## config.mk

```make
export PLATFORM = sky130hd
export DESIGN_NAME = piso_serializer_flat
export DESIGN_NICKNAME = d
export VERILOG_FILES = /design/src/rtl/piso_serializer_if.sv /design/src/rtl/piso_serializer.sv /design/src/flat_wrapper.sv
export SDC_FILE = /design/constraint.sdc
export NUM_CORES = 1
export LEC_CHECK = 0
export CORE_MARGIN = 2
export CORE_UTILIZATION = 43
export CTS_CLUSTER_DIAMETER = 100
export DETAILED_ROUTE_END_ITERATION = 16
export PLACE_DENSITY = 0.69
export SYNTH_ARGS = -nofsm -noshare
export SYNTH_HDL_FRONTEND = slang
export SYNTH_SLANG_ARGS = --single-unit
```

## constraint.sdc

```tcl
create_clock -name i_clk -period 1.5 [get_ports i_clk]
set_input_delay 0.375 -clock i_clk [delete_from_list [all_inputs] [get_ports i_clk]]
set_output_delay 0.375 -clock i_clk [all_outputs]
set_load 0.01 [all_outputs]
```

## src/rtl/piso_serializer_if.sv

```systemverilog
// Word-input handshake bundle for the serializer.
// The producer uses the master modport and the serializer uses the slave modport.
interface piso_serializer_if #(
    parameter int N = 8
);
    logic [N-1:0] in_data;
    logic         in_valid;
    logic         in_ready;

    modport master (
        output in_data,
        output in_valid,
        input  in_ready
    );

    modport slave (
        input  in_data,
        input  in_valid,
        output in_ready
    );
endinterface

```

## src/rtl/piso_serializer.sv

```systemverilog
// Parallel-in / serial-out feeder for a downstream shift-register chain.
// It accepts N-bit words over a valid/ready handshake and sends one bit every DIV
// cycles, with a one-cycle strobe for the downstream register's enable.
// While the last bit's strobe is active it can accept the next word, so back-to-back
// words leave no gap between them.
module piso_serializer #(
    parameter int N         = 8,
    parameter int DIV       = 1,
    parameter int MSB_FIRST = 1
) (
    input  logic               i_clk,
    input  logic               i_rst_n,
    piso_serializer_if.slave   s_in,
    output logic               o_out,
    output logic               o_out_ena,
    output logic               o_busy,
    output logic               o_done
);

    localparam int BCW = $clog2(N + 1);
    localparam int DCW = (DIV > 1) ? $clog2(DIV) : 1;
    localparam logic [BCW-1:0] BIT_LAST = BCW'(N - 1);
    localparam logic [DCW-1:0] DIV_LAST = DCW'(DIV - 1);

    typedef enum logic {
        ST_IDLE  = 1'b0,
        ST_SHIFT = 1'b1
    } state_t;

    state_t         r_state;
    logic [N-1:0]   r_buf;
    logic [BCW-1:0] r_bit_cnt;
    logic [DCW-1:0] r_div_cnt;

    logic w_strobe;
    logic w_last;
    logic w_ready;
    logic w_xfer;
    logic w_head;

    // The outputs decode registered state directly. An asynchronous reset
    // therefore clears them at once, without waiting for a clock edge.
    assign w_strobe = (r_state == ST_SHIFT) && (r_div_cnt == DIV_LAST);
    assign w_last   = w_strobe && (r_bit_cnt == BIT_LAST);
    assign w_ready  = i_rst_n && ((r_state == ST_IDLE) || w_last);
    assign w_xfer   = s_in.in_valid && w_ready;
    assign w_head   = (MSB_FIRST != 0) ? r_buf[N-1] : r_buf[0];

    assign s_in.in_ready = w_ready;
    assign o_out         = (r_state == ST_SHIFT) && w_head;
    assign o_out_ena     = w_strobe;
    assign o_busy        = (r_state == ST_SHIFT);
    assign o_done        = w_last;

    // Handshake capture, bit-period divider, bit counter and shift of the buffer
    // toward the output end.
    always_ff @(posedge i_clk or negedge i_rst_n) begin
        if (!i_rst_n) begin
            r_state   <= ST_IDLE;
            r_buf     <= '0;
            r_bit_cnt <= '0;
            r_div_cnt <= '0;
        end else begin
            case (r_state)
                ST_IDLE: begin
                    if (w_xfer) begin
                        r_state   <= ST_SHIFT;
                        r_buf     <= s_in.in_data;
                        r_bit_cnt <= '0;
                        r_div_cnt <= '0;
                    end
                end
                ST_SHIFT: begin
                    if (w_xfer) begin
                        // A transfer can only happen on the last-bit strobe.
                        // Reload the buffer so the next word follows with no gap.
                        r_buf     <= s_in.in_data;
                        r_bit_cnt <= '0;
                        r_div_cnt <= '0;
                    end else if (w_last) begin
                        r_state   <= ST_IDLE;
                        r_bit_cnt <= '0;
                        r_div_cnt <= '0;
                    end else if (w_strobe) begin
                        r_buf     <= (MSB_FIRST != 0) ? (r_buf << 1) : (r_buf >> 1);
                        r_bit_cnt <= r_bit_cnt + BCW'(1);
                        r_div_cnt <= '0;
                    end else begin
                        r_div_cnt <= r_div_cnt + DCW'(1);
                    end
                end
                default: begin
                    r_state <= ST_IDLE;
                end
            endcase
        end
    end

endmodule
```

## src/flat_wrapper.sv

```systemverilog
// flat-port wrapper written by rule: the top's interface ports become plain ports
module piso_serializer_flat 
#(
    parameter int N         = 8,
    parameter int DIV       = 1,
    parameter int MSB_FIRST = 1
)
  (i_clk, i_rst_n, o_out, o_out_ena, o_busy, o_done, s_in_in_data, s_in_in_valid, s_in_in_ready);
  piso_serializer_if #(.N(N)) s_in_i ();
  input  logic i_clk;
  input  logic i_rst_n;
  output logic o_out;
  output logic o_out_ena;
  output logic o_busy;
  output logic o_done;
  input wire logic [$bits(s_in_i.in_data)-1:0] s_in_in_data;
  input wire logic [$bits(s_in_i.in_valid)-1:0] s_in_in_valid;
  output wire logic [$bits(s_in_i.in_ready)-1:0] s_in_in_ready;
  assign s_in_i.in_data = s_in_in_data;
  assign s_in_i.in_valid = s_in_in_valid;
  assign s_in_in_ready = s_in_i.in_ready;
  piso_serializer #(.N(N), .DIV(DIV), .MSB_FIRST(MSB_FIRST)) u_core (.i_clk(i_clk), .i_rst_n(i_rst_n), .s_in(s_in_i), .o_out(o_out), .o_out_ena(o_out_ena), .o_busy(o_busy), .o_done(o_done));
endmodule
```

==> results.txt <==
The I/O pin total is 16. Between clock sinks in the finished design, the worst skew comes to 3.83 ps. In this run the critical register-to-register path is launched from u_core.r_bit_cnt[0]. The die boundary height is 45.6 um.

The half-perimeter wire length after detailed placement came out at 1320 um. The number of fill cells in the layout came out at 115. The routability congestion estimate from global placement is 0.762. The number of cells on the worst reg-to-reg path is 7. The least setup slack across all paths after layout came out at -177 ps.

For this configuration, the core starts out at a cell density of 0.446. After detailed routing, the number of remaining DRC violations is 0. The actual transition at the worst max-transition pin came out at 297 ps. The fraction of synthesized cell area in xor and xnor cells came out at 0. The post-layout minimum cycle time came out at 1680 ps.

The die covers 2080 um^2. The global routing usage on met2 is 0.346. The cell at the slowest stage of the critical path is dfrtp_1.

At the worst endpoint, the required time is 1120 ps. The number of global-route vias before repair is 699. After clock tree synthesis, the clock-pin slew on the worst setup and hold paths is 80 ps. The average wire per standard cell came out at 14.4 um.

The met3 track demand over resource in global routing came out at 0.0595. Ranked by total cell area, the synthesized netlist is headed by dfrtp_1 47%, a222oi_1 8.1%, inv_1 7.0%. The checks that failed: negative setup slack. In this run the remaining antenna-violating nets after routing total 0. The later-pin clock latency in the skew report is 280 ps. The tightest hold path in the finished design has a slack of 414 ps. The die is 45.6 um wide. The via-per-instance ratio is 5.43.

Of the total synthesized cell area, the portion taken by AND, OR, NAND and NOR gates is 0.213. The area of the core is 1670 um^2. The clock net in this run drives a total of 14 sinks. The class of the tightest hold or removal check is input pin to asynchronous set/reset pin.

The largest driver fanout on the critical path is 2. The total setup violations reported at the end of the flow is 4. The first TritonRoute pass finished after 5 iterations. The final net count came out at 132. The highest clock frequency the design can meet came out at 596 MHz. The multiplexer fraction of the synthesized cell area came out at 0.0268.

The total count of max-transition violations in the final report came to 0. The cell area after synthesis is 746 um^2. The maximum count of clock buffers along a single path is 2. Of the total synthesized cell area, the portion taken by full adders, half adders and majority gates is 0.0168. The sort of element at the end of the critical path is an output port. The final worst-path cycle share is 1.12. The power per standard cell area is 1930 nW/um^2. The net count of the mapped netlist is 86. The total wire length after detailed routing came out at 1940 um. The kind of launch point of the worst setup path is a flop. VDD sags by at most 1.09 mV. The portion of synthesized cell area occupied by the leading cell type is 0.470.

The global routing stage identified its most utilized layer as met2. Traced cell by cell, the critical path runs through ha_2 > nand4bb_1 > nand2_1 > and2_1 > buf_2. The complex-gate fraction of the synthesized area came out at 0.178. The number of antenna diodes in the final layout is 0. Hold repair after CTS inserted 0 buffers. The remaining global-route overflow is 0. Of all cell types, the one taking the most synthesized area is dfrtp_1. Summed over all failing endpoints, the final setup total negative slack is -325 ps. Summing over every cut layer, the via total after detailed routing is 733.

Tracing the worst setup path back leads to its startpoint at u_core.r_bit_cnt[0]. The global router's overall resource usage is 0.209. Measured on the finished design, the core utilization comes to 0.723. The violation count after the first detailed-route iteration came out at 41. The library cell used as clock root buffer is clkbuf_4. The worst pin sits at a relative slew slack of 0.802. TritonCTS built the clock tree. For this run, the slowest stage of the critical path takes 390 ps. The initial antenna violation count came to 0. The register area share after synthesis came out at 0.470. The warning count from the yosys run is 0.

The setup slack on the worst flop-to-flop path came out at -10 ps. Entering global routing, the biggest net connects 12 pins. The post-synthesis cell type count came out at 27. In this run the number of H-tree levels came out at 1. Buffers inserted during clock tree synthesis total 3. The gate count after technology mapping is 74. OpenSTA, run right after detailed placement, puts the worst setup slack at -407 ps. The critical path in this run is classified as flop to output port.

The flow ran to the end, but the final reports show violations. The synthesis-to-finish area growth came out at 61.9%. Following the worst setup path forward leads to its endpoint at s_in_in_ready. The average cell area after synthesis is 10.1 um^2. The leakage power of the design came out at 0.604 nW. Data on the critical path arrives at its endpoint at 1300 ps. In the global route stage, met1 resource usage came out at 0.256. The tool flagged a number of max-cap violations equal to 0.

The reg-to-reg critical path endpoint is u_core.r_buf[1]. The row count is 15. The fraction of final layout cells sized beyond drive strength 1 is 0.415. After synthesis the netlist holds a flip-flop and latch count of 14. The first-pass GRT wire length is 3050 um. The count of final hold-check violations is 0. Setup repair after global routing could not meet its margin everywhere. The count of buffers from port buffering is 15. By area, the combinational part of the netlist is dominated by simple AND/OR/NAND/NOR gates.
-- flip-flops by register name (all words and copies together) (netlist names) --
name              count
u_core.o_busy         1
u_core.r_div_cnt      1
u_core.r_bit_cnt      4
u_core.r_buf          8
-- worst max-delay path: cells and delay by family, from the launching register on --
| kind | cells | cell delay, ps |
|---|---|---|
| flops | 1 | 390 |
| buf+inv | 1 | 130 |
| simple gates | 3 | 310 |
| fa+ha+maj | 1 | 190 |
-- what timing repair did --
item,in CTS,in global routing
endpoints found under the setup margin,12,11
buffers inserted,12,8
pin swaps,7,12
gates resized for setup,29,6
-- worst min-delay path by stage --
stage	from	to	slack (ps)	depth (start not counted)
after global routing	i_rst_n	u_core.r_buf[2]	420	2
after CTS	i_rst_n	u_core.r_buf[0]	410	2
after detailed placement	u_core.r_buf[7]	u_core.r_buf[7]	520	2
after floorplan	i_rst_n	u_core.o_busy	80	0
final	i_rst_n	u_core.r_buf[0]	410	2
after global placement	u_core.r_buf[7]	u_core.r_buf[7]	510	2
-- final cells by class --
class	count	area (um^2)	area share
Tap cell	17	21.3	0.0176
Timing Repair Buffer	43	377	0.312
Multi-Input combinational cell	43	379	0.314
Sequential cell	14	352	0.291
Inverter	15	56.3	0.0466
Clock buffer	3	22.5	0.0187
-- layout by cell type (no fill, tap or decap), types with 3 or more instances in the layout --
cell,n
buf_4,21
nand2_1,6
inv_1,14
dfrtp_1,13
nand3_1,3
buf_6,8
a222oi_1,6
clkdlybuf4s50_1,10
o211ai_1,3
clkbuf_4,3
-- stage by stage --
| stage | area (um^2) | total power, mW | std cells |
|---|---|---|---|
| 2_1_floorplan | 746 | 1.32 | 74 |
| 3_3_place_gp | 1040 | 1.75 | 122 |
| 3_5_place_dp | 1040 | 1.79 | 122 |
| 4_1_cts | 1150 | 2.21 | 131 |
| 5_1_grt | 1210 | 2.50 | 135 |
| 6_report | 1210 | 2.33 | 135 |
-- logic make-up after synthesis --
logic type	after synthesis
multiplexers	2
AND/OR/NAND/NOR	25
flip-flops	14
adder cells (fa/ha/maj)	1
buffers and inverters	17
AO/OA/AOI/OAI	15
-- Yosys cell counts --
cell type and count:
and4b_2 1, inv_2 1, nand2_2 2, a221oi_1 1, o211ai_1 3, nand3b_1 2, o21ai_1 1, o221a_2 1
buf_6 1, nand2_1 6, nor3b_2 1, dfrtp_1 14, nand4b_1 1, inv_1 14, nand3b_2 1, and2_4 1
o21a_1 1, and2_1 3, a21oi_1 1, nor2_1 3, nand4bb_1 1, clkbuf_1 1, nand3_1 3, a22oi_2 1
a222oi_1 6, ha_1 1, mux2i_1 2
-- power by group --
part	leakage, nW	internal (mW)	switching [mW]
sequential	0.169	0.553	0.0855
clock	0.0138	0.0932	0.119
combinational	0.422	0.833	0.650
total	0.604	1.48	0.855
-- per-layer routing --
metal / part of all wire / up-vias
met2: 0.51 / 24
met3: 0.053 / 6
met4: 0.017 / 0
met1: 0.42 / 349
li1: - / 354
met5: 0 / -
(Power assumes the default switching activity.)
